## src/rtl/spi_ram_arbiter_if.sv

```systemverilog
`default_nettype none
// ============================================================================
// Module   : spi_ram_arbiter_if
// Purpose  : Bundles the SPI command/response, host port and RAM port signals
//            of spi_ram_arbiter.
// Revision : 1.0 - initial release
// ============================================================================
interface spi_ram_arbiter_if #(
  parameter int ADDR_W = 8
);
  logic [9:0]        rx_data;
  logic              rx_valid;
  logic [7:0]        tx_data;
  logic              tx_valid;
  logic              h_req;
  logic              h_we;
  logic [ADDR_W-1:0] h_addr;
  logic [7:0]        h_wdata;
  logic              h_gnt;
  logic              h_rvalid;
  logic [7:0]        h_rdata;
  logic [ADDR_W-1:0] ram_addr;
  logic [7:0]        ram_din;
  logic              ram_we;
  logic              ram_re;
  logic [7:0]        ram_dout;
  logic              spi_ovf;

  // Arbiter side
  modport slave (
    input  rx_data, rx_valid, h_req, h_we, h_addr, h_wdata, ram_dout,
    output tx_data, tx_valid, h_gnt, h_rvalid, h_rdata,
           ram_addr, ram_din, ram_we, ram_re, spi_ovf
  );

  // Environment side (SPI slave, host, RAM)
  modport master (
    output rx_data, rx_valid, h_req, h_we, h_addr, h_wdata, ram_dout,
    input  tx_data, tx_valid, h_gnt, h_rvalid, h_rdata,
           ram_addr, ram_din, ram_we, ram_re, spi_ovf
  );
endinterface
`default_nettype wire

```

## src/rtl/spi_ram_arbiter.sv

```systemverilog
`default_nettype none
// ============================================================================
// Module   : spi_ram_arbiter
// Purpose  : Round-robin arbitration of SPI commands and host requests onto a
//            single-port RAM. Optional macro ADDR_AUTOINC_EN enables address
//            auto-increment after each granted SPI access.
// Revision : 1.0 - initial release
// ============================================================================
module spi_ram_arbiter #(
  parameter int ADDR_W = 8
) (
  input  logic             clk,
  input  logic             rst_n,
  spi_ram_arbiter_if.slave bus
);

`ifdef ADDR_AUTOINC_EN
  localparam bit AUTOINC = 1'b1;
`else
  localparam bit AUTOINC = 1'b0;
`endif

  localparam logic [1:0] OP_LD_WADDR = 2'b00;
  localparam logic [1:0] OP_LD_RADDR = 2'b10;

  typedef enum logic [1:0] {
    IDLE    = 2'd0,
    ACCESS  = 2'd1,
    RD_WAIT = 2'd2,
    RESP    = 2'd3
  } state_t;

  state_t            state_q, state_d;
  logic [ADDR_W-1:0] waddr_q, waddr_d;
  logic [ADDR_W-1:0] raddr_q, raddr_d;
  logic              pend_q, pend_d;
  logic              pend_rd_q, pend_rd_d;
  logic [7:0]        pend_data_q, pend_data_d;
  logic [ADDR_W-1:0] pend_addr_q, pend_addr_d;
  logic              ovf_q, ovf_d;
  logic              last_host_q, last_host_d;   // 0: SPI granted last
  logic              sel_spi_q, sel_spi_d;
  logic              rd_q, rd_d;
  logic [7:0]        rdata_q, rdata_d;

  logic              in_access;
  logic              in_resp;
  logic              spi_grant;

  assign in_access = (state_q == ACCESS);
  assign in_resp   = (state_q == RESP);
  assign spi_grant = in_access && sel_spi_q;

  always_ff @(posedge clk or negedge rst_n) begin
    if (!rst_n) begin
      state_q     <= IDLE;
      waddr_q     <= '0;
      raddr_q     <= '0;
      pend_q      <= 1'b0;
      pend_rd_q   <= 1'b0;
      pend_data_q <= '0;
      pend_addr_q <= '0;
      ovf_q       <= 1'b0;
      last_host_q <= 1'b0;
      sel_spi_q   <= 1'b0;
      rd_q        <= 1'b0;
      rdata_q     <= '0;
    end else begin
      state_q     <= state_d;
      waddr_q     <= waddr_d;
      raddr_q     <= raddr_d;
      pend_q      <= pend_d;
      pend_rd_q   <= pend_rd_d;
      pend_data_q <= pend_data_d;
      pend_addr_q <= pend_addr_d;
      ovf_q       <= ovf_d;
      last_host_q <= last_host_d;
      sel_spi_q   <= sel_spi_d;
      rd_q        <= rd_d;
      rdata_q     <= rdata_d;
    end
  end

  always_comb begin
    state_d     = state_q;
    waddr_d     = waddr_q;
    raddr_d     = raddr_q;
    pend_d      = pend_q;
    pend_rd_d   = pend_rd_q;
    pend_data_d = pend_data_q;
    pend_addr_d = pend_addr_q;
    ovf_d       = ovf_q;
    last_host_d = last_host_q;
    sel_spi_d   = sel_spi_q;
    rd_d        = rd_q;
    rdata_d     = rdata_q;

    unique case (state_q)
      IDLE: begin
        if (pend_q || bus.h_req) begin
          state_d     = ACCESS;
          // On a tie the requester that was not granted last wins.
          sel_spi_d   = (pend_q && bus.h_req) ? last_host_q : pend_q;
          rd_d        = sel_spi_d ? pend_rd_q : !bus.h_we;
          last_host_d = !sel_spi_d;
        end
      end
      ACCESS:  state_d = rd_q ? RD_WAIT : IDLE;
      RD_WAIT: begin
        rdata_d = bus.ram_dout;
        state_d = RESP;
      end
      RESP:    state_d = IDLE;
      default: state_d = IDLE;
    endcase

    if (spi_grant) begin
      pend_d = 1'b0;
      if (AUTOINC) begin
        if (rd_q) raddr_d = raddr_q + ADDR_W'(1);
        else      waddr_d = waddr_q + ADDR_W'(1);
      end
    end

    // Capture uses the post-increment address so a command accepted in the
    // same cycle as a granted SPI access sees the updated pointer.
    if (bus.rx_valid) begin
      if (bus.rx_data[9:8] == OP_LD_WADDR) begin
        waddr_d = ADDR_W'(bus.rx_data[7:0]);
      end else if (bus.rx_data[9:8] == OP_LD_RADDR) begin
        raddr_d = ADDR_W'(bus.rx_data[7:0]);
      end else if (pend_d) begin
        ovf_d = 1'b1;
      end else begin
        pend_d      = 1'b1;
        pend_rd_d   = bus.rx_data[9];
        pend_data_d = bus.rx_data[7:0];
        pend_addr_d = bus.rx_data[9] ? raddr_d : waddr_d;
      end
    end
  end

  assign bus.ram_we   = in_access && !rd_q;
  assign bus.ram_re   = in_access && rd_q;
  assign bus.ram_addr = !in_access ? '0 : (sel_spi_q ? pend_addr_q : bus.h_addr);
  assign bus.ram_din  = !(in_access && !rd_q) ? '0 : (sel_spi_q ? pend_data_q : bus.h_wdata);
  assign bus.h_gnt    = in_access && !sel_spi_q;
  assign bus.tx_valid = in_resp && sel_spi_q;
  assign bus.tx_data  = (in_resp && sel_spi_q) ? rdata_q : '0;
  assign bus.h_rvalid = in_resp && !sel_spi_q;
  assign bus.h_rdata  = (in_resp && !sel_spi_q) ? rdata_q : '0;
  assign bus.spi_ovf  = ovf_q;

endmodule
`default_nettype wire
```

## src/flat_wrapper.sv

```systemverilog
// flat-port wrapper written by rule: the top's interface ports become plain ports
module spi_ram_arbiter_flat 
#(
  parameter int ADDR_W = 8
)
  (clk, rst_n, bus_rx_data, bus_rx_valid, bus_h_req, bus_h_we, bus_h_addr, bus_h_wdata, bus_ram_dout, bus_tx_data, bus_tx_valid, bus_h_gnt, bus_h_rvalid, bus_h_rdata, bus_ram_addr, bus_ram_din, bus_ram_we, bus_ram_re, bus_spi_ovf);
  spi_ram_arbiter_if #(.ADDR_W(ADDR_W)) bus_i ();
  input  logic clk;
  input  logic rst_n;
  input wire logic [$bits(bus_i.rx_data)-1:0] bus_rx_data;
  input wire logic [$bits(bus_i.rx_valid)-1:0] bus_rx_valid;
  input wire logic [$bits(bus_i.h_req)-1:0] bus_h_req;
  input wire logic [$bits(bus_i.h_we)-1:0] bus_h_we;
  input wire logic [$bits(bus_i.h_addr)-1:0] bus_h_addr;
  input wire logic [$bits(bus_i.h_wdata)-1:0] bus_h_wdata;
  input wire logic [$bits(bus_i.ram_dout)-1:0] bus_ram_dout;
  output wire logic [$bits(bus_i.tx_data)-1:0] bus_tx_data;
  output wire logic [$bits(bus_i.tx_valid)-1:0] bus_tx_valid;
  output wire logic [$bits(bus_i.h_gnt)-1:0] bus_h_gnt;
  output wire logic [$bits(bus_i.h_rvalid)-1:0] bus_h_rvalid;
  output wire logic [$bits(bus_i.h_rdata)-1:0] bus_h_rdata;
  output wire logic [$bits(bus_i.ram_addr)-1:0] bus_ram_addr;
  output wire logic [$bits(bus_i.ram_din)-1:0] bus_ram_din;
  output wire logic [$bits(bus_i.ram_we)-1:0] bus_ram_we;
  output wire logic [$bits(bus_i.ram_re)-1:0] bus_ram_re;
  output wire logic [$bits(bus_i.spi_ovf)-1:0] bus_spi_ovf;
  assign bus_i.rx_data = bus_rx_data;
  assign bus_i.rx_valid = bus_rx_valid;
  assign bus_i.h_req = bus_h_req;
  assign bus_i.h_we = bus_h_we;
  assign bus_i.h_addr = bus_h_addr;
  assign bus_i.h_wdata = bus_h_wdata;
  assign bus_i.ram_dout = bus_ram_dout;
  assign bus_tx_data = bus_i.tx_data;
  assign bus_tx_valid = bus_i.tx_valid;
  assign bus_h_gnt = bus_i.h_gnt;
  assign bus_h_rvalid = bus_i.h_rvalid;
  assign bus_h_rdata = bus_i.h_rdata;
  assign bus_ram_addr = bus_i.ram_addr;
  assign bus_ram_din = bus_i.ram_din;
  assign bus_ram_we = bus_i.ram_we;
  assign bus_ram_re = bus_i.ram_re;
  assign bus_spi_ovf = bus_i.spi_ovf;
  spi_ram_arbiter #(.ADDR_W(ADDR_W)) u_core (.clk(clk), .rst_n(rst_n), .bus(bus_i));
endmodule
```

## config.mk

```make
export PLATFORM = sky130hd
export DESIGN_NAME = spi_ram_arbiter_flat
export DESIGN_NICKNAME = d
export VERILOG_FILES = /design/src/rtl/spi_ram_arbiter_if.sv /design/src/rtl/spi_ram_arbiter.sv /design/src/flat_wrapper.sv
export SDC_FILE = /design/constraint.sdc
export NUM_CORES = 1
export LEC_CHECK = 0
export ABC_AREA = 1
export BUFFER_PORTS_ARGS = -buffer_cell sky130_fd_sc_hd__buf_2
export CAP_MARGIN = 5
export CORE_ASPECT_RATIO = 0.9
export CORE_MARGIN = 4
export CORE_UTILIZATION = 55
export DETAILED_ROUTE_END_ITERATION = 16
export PLACE_DENSITY = 0.82
export SLEW_MARGIN = 20
export SYNTH_ARGS = -nofsm -noshare
export SYNTH_HDL_FRONTEND = slang
export SYNTH_SLANG_ARGS = --single-unit
```

## constraint.sdc

```tcl
create_clock -name clk -period 1.85 [get_ports clk]
set_clock_uncertainty 0.1 [all_clocks]
set_input_delay 0.185 -clock clk [delete_from_list [all_inputs] [get_ports clk]]
set_output_delay 0.185 -clock clk [all_outputs]
set_load 0.03 [all_outputs]
```

# [Yosys cells after proc, flatten, opt, wreduce, memory -nomap -nowiden]
# Index checks and enable logic that the tools add are counted.
[classes] addsub=0 n_mul=0 n_div=0 magnitude_cmp=0 n_eq_ne=5 shift=0 mux=16 bitwise_logic=3 reduce_logical=19
[ops] cell="2-to-1 mux 8 bit" n=7
[ops] cell="one-hot mux 2 bit (4 select lines)" n=1
[ops] cell="AND reduction 4 bit" n=2
[ops] cell="logical AND 1 bit" n=7
[ops] cell="== test 2 bit, second input constant" n=3
[ops] cell="2-to-1 mux 1 bit" n=6
[ops] cell="logical NOT 1 bit" n=4
[ops] cell="logical NOT 2 bit" n=2
[ops] cell="2-to-1 mux 2 bit" n=2
[ops] cell="AND reduction 2 bit" n=2
[ops] cell="inverter 1 bit" n=3
[ops] cell="AND reduction 3 bit" n=1
[ops] cell="== test 2 x 1 -> 1 bit, second input constant" n=1
[ops] cell="!= test 2 x 1 -> 1 bit, second input constant" n=1
[ops] cell="logical OR 1 bit" n=1
[totals] regBits=48 latch_bits=0 ram_bits=0 romBits=0 in_bits=39 out_inout_bits=38 elab_cells=55 mem_count=0

# [Depth between registers and ports, before layout]
[depth] word_depth=6 ltp_mapped=8 depth_no_buf=6

# [Worst setup path before layout]
# No wires, ideal clock.
[synth_timing] path_type="reg-to-output" start="register u_core.sel_spi_q" end="output port bus_ram_addr[0]" arrival_time_ns=1.315 t_required_ns=1.565 setup_slack_ns=0.250 path_stages_with_launch=6 path_buffers=2 cell_sequence="dfrtp_1 -> buf_4 -> inv_2 -> buf_4 -> nand2_1 -> a21oi_1"
[synth_between] elab_chain_len=2
[synth_rtl] element="start, declared" line_no="spi_ram_arbiter.sv:42" text="logic sel_spi_q, sel_spi_d;"
[synth_rtl] element="start signal, assigned" line_no="spi_ram_arbiter.sv:78" text="sel_spi_q <= sel_spi_d;"
[synth_rtl] element="2-to-1 mux 8 bit (2 in a row)" line_no="spi_ram_arbiter.sv:145" text="assign bus.ram_addr = !in_access ? '0 : (sel_spi_q ? pend_addr_q : bus.h_addr);"
[synth_rtl] element="end, declared" line_no="flat_wrapper.sv:22" text="output wire logic [$bits(bus_i.ram_addr)-1:0] bus_ram_addr;"
# No other way between the ends.

==> flow_metrics.env <==
export IMPL_drtPass1Iterations=4
export IMPL_ant_nets=0
export IMPL_switching_share=0.465
export IMPL_syn_inst=309
export IMPL_start_util=0.566
export IMPL_gr_total_overflow=0
export IMPL_nets=424
export IMPL_gr_usage_met1=0.258
export IMPL_synthToLayoutAreaGrowth_pct=20.0
export IMPL_busiest_layer="met2"
export IMPL_die_h_um=72.1
export IMPL_grt_max_degree=49
export IMPL_crit_type="flop to output pin"
export IMPL_cts_root_buffer="clkbuf_8"
export IMPL_grt_pass1_wl_mm=9.22
export IMPL_synth_seq_cells=48
export IMPL_hold_viol=0
export IMPL_drive_above_1_share=0.324
export IMPL_cp_max_fo=10
export IMPL_grt_total_usage=0.205
export IMPL_worstPathCellList="nor2_4 > inv_2 > a21oi_1 > buf_2"
export IMPL_status="finished clean"
export IMPL_min_path_type="primary input to flop"
export IMPL_p_seq_frac=0.373
export IMPL_rows=23
export IMPL_finalMaxSlewViolations=0
export IMPL_clk_pin_slew_ps=90
export IMPL_io_pins=77
export IMPL_cp_start_kind="flop"
export IMPL_relSlewSlack=0.611
export IMPL_layout_worst_path_cycle_share=0.948
export IMPL_tightest_slew_ps=584
export IMPL_n_antenna_cell=0
export IMPL_tritoncts="done"
export IMPL_netSwitchingPower_mw=2.04
export IMPL_setup_violations=0
export IMPL_worstSetupEndpointType="output pin"
export IMPL_syn_cell_area_mm2=0.00251
export IMPL_postSynthAreaPerCell_um2=8.11
export IMPL_port_buffers=76
export IMPL_global_route_usage_met2=0.353
export IMPL_core_area_mm2=0.00443
export IMPL_avgViaCountPerCell=4.89
export IMPL_leakage_nw=1.69
export IMPL_drc=0
export IMPL_ys_top_cells_by_area="dfrtp_1, nand2_1, a21oi_1"
export IMPL_final_util=0.679
export IMPL_ir_drop_v=0.000737
export IMPL_synth_edf_count=0
export IMPL_cts_buffers=5
export IMPL_async_reset_ff_frac=1.00
export IMPL_p_per_area_mw_per_mm2=1460
export IMPL_gp_congestion=0.805
export IMPL_critPathSlowestCell="dfrtp_2"
export IMPL_die_w_um=79.2
export IMPL_power_frac_clock=0.148
export IMPL_multiInputGateArea_mm2=0.00104
export IMPL_nFillCells=376
export IMPL_ys_seq_area_frac=0.479
export IMPL_register_area_mm2=0.00120
export IMPL_final_area_mm2=0.00301
export IMPL_arrival_ps=1470
export IMPL_period_minus_slack_ps=1750
export IMPL_cp_top_family="flip-flops"
export IMPL_synth_fp_nets=348
export IMPL_vias=2192
export IMPL_synth_top_flop_cell="dfrtp_1"
export IMPL_rsz0062_at_grt="false"
export IMPL_cap_viol_max_count=0
export IMPL_post_dp_hpwl_mm=4.18
export IMPL_max_freq_mhz=570
export IMPL_path_buf_inv=2
export IMPL_clk_path_buf_depth=2
export IMPL_p_int_mw=2.35
export IMPL_synth_cell_types=24
export IMPL_synth_most_common_cell="nand2_1"
export IMPL_setup_tns_ps=0
export IMPL_drt_iter0_drc=168
export IMPL_grt_pass1_vias=2122
export IMPL_slowest_delay_ps=500
export IMPL_placed_area_mm2=0.00286
export IMPL_pwr_share_comb=0.479
export IMPL_wirelength_mm=5.62
export IMPL_wl_per_cell_um=12.5
export IMPL_ys_top_cells_by_count="nand2_1, dfrtp_1, inv_1, nor2_1, a21oi_1"
export IMPL_htree_levels=2
export IMPL_synth_yosys_warnings=0
export IMPL_dieArea_mm2=0.00570
export IMPL_cts_sinks=48
export IMPL_antenna_found_initial=0
export IMPL_synth_top_area_cell="dfrtp_1"
export IMPL_global_route_usage_met3=0.0397
export IMPL_crit_required_ps=1560
export IMPL_clock_latency_ps=300
export IMPL_synth_top_area_share=0.479
==> through the flow <==
| stage | total power, mW | setup WS (ps) | hold WS, ps | cells |
|---|---|---|---|---|
| after global routing | 4.71 | 14.2 | 36.7 | 448 |
| after global placement | 3.61 | 365 | 209 | 437 |
| after detailed placement | 3.67 | 299 | 216 | 437 |
| after CTS | 4.34 | 30.8 | 20.7 | 446 |
| after floorplan | 3.28 | 250 | -211 | 309 |
| final | 4.39 | 96.5 | 26.2 | 448 |
==> cell type report <==
class / instances / share of cell area
Sequential cell: 48 / 0.400
Clock inverter: 2 / 0.00499
Tap cell: 62 / 0.0258
Clock buffer: 6 / 0.0274
Inverter: 36 / 0.0491
Multi-Input combinational cell: 211 / 0.346
Timing Repair Buffer: 83 / 0.146
==> worst paths after layout <==
kind / endpoint / start / cells after the start / slack, ps
max in group asynchronous: u_core.state_q[0] / rst_n / 3 / 820
max reg2reg: u_core.pend_data_q[1] / u_core.sel_spi_q / 6 / 380
min: u_core.rdata_q[2] / bus_ram_dout[2] / 3 / 30
min in group asynchronous: u_core.rdata_q[5] / rst_n / 3 / 410
min reg2reg: u_core.pend_data_q[2] / u_core.pend_data_q[2] / 2 / 370
max: bus_ram_addr[4] / flop / 4 / 100
==> worst reg2reg max path, cell delays in order (launching register included) <==
cell,delay (ps)
dfrtp_1,410
buf_4,190
nand3_4,90
nand2_4,230
nand2_4,190
nand2_1,110
nand2_1,50
==> flip-flops by register name, summed over array words and instances, names as in the netlist, named ones only <==
signal	count
u_core.state_q	1
u_core.rdata_q	8
u_core.last_host_q	1
u_core.bus.spi_ovf	1
u_core.waddr_q	8
u_core.pend_data_q	8
u_core.pend_addr_q	8
u_core.rd_q	1
u_core.raddr_q	8
u_core.sel_spi_q	1
u_core.pend_q	1
u_core.pend_rd_q	1
==> per-layer routing <==
layer | vias up | routed length (um)
met5 | - | 0
met3 | 7 | 285
li1 | 1115 | -
met2 | 51 | 2750
met1 | 1019 | 2520
met4 | 0 | 65
==> layout by cell type (no fill, tap or decap), types with 2 or more instances in the layout <==
| master | n |
|---|---|
| inv_1 | 31 |
| o21ai_1 | 4 |
| nand3_2 | 10 |
| clkbuf_8 | 6 |
| a21oi_1 | 25 |
| buf_4 | 6 |
| nand2_1 | 96 |
| dfrtp_1 | 46 |
| buf_2 | 74 |
| nor2_1 | 28 |
| nand2_2 | 3 |
| o21ai_0 | 17 |
| inv_2 | 2 |
| clkinvlp_4 | 2 |
| nand3_1 | 12 |
| o21ai_2 | 7 |
| clkbuf_4 | 2 |
| nand2_4 | 3 |
| dfrtp_2 | 2 |
==> cell families (layout without fill, tap and decap cells) <==
kind of cell           after synthesis  count (layout)  share of synthesized area
AND/OR/NAND/NOR                    157             157                      0.289
AO/OA/AOI/OAI                       54              54                      0.121
buffers and inverters               50             127                      0.111
flip-flops                          48              48                      0.479
==> power by group through the flow <==
stage	registers, mW	clock network, mW	logic [mW]
after floorplan	1.55	0	1.73
after global placement	1.62	0	1.99
after detailed placement	1.64	0	2.03
after CTS	1.63	0.666	2.04
after global routing	1.69	0.696	2.33
final	1.64	0.651	2.10
==> repair_timing <==
| item | CTS | global route |
|---|---|---|
| endpoints found under the hold margin | 48 | 0 |
| endpoints found under the setup margin | 11 | 12 |
| hold buffers | 1 | 0 |
| cloned | 0 | 0 |
| gates resized for setup | 3 | 5 |
| setup buffers | 0 | 2 |
Note: power is estimated with default switching activity, not from simulation.
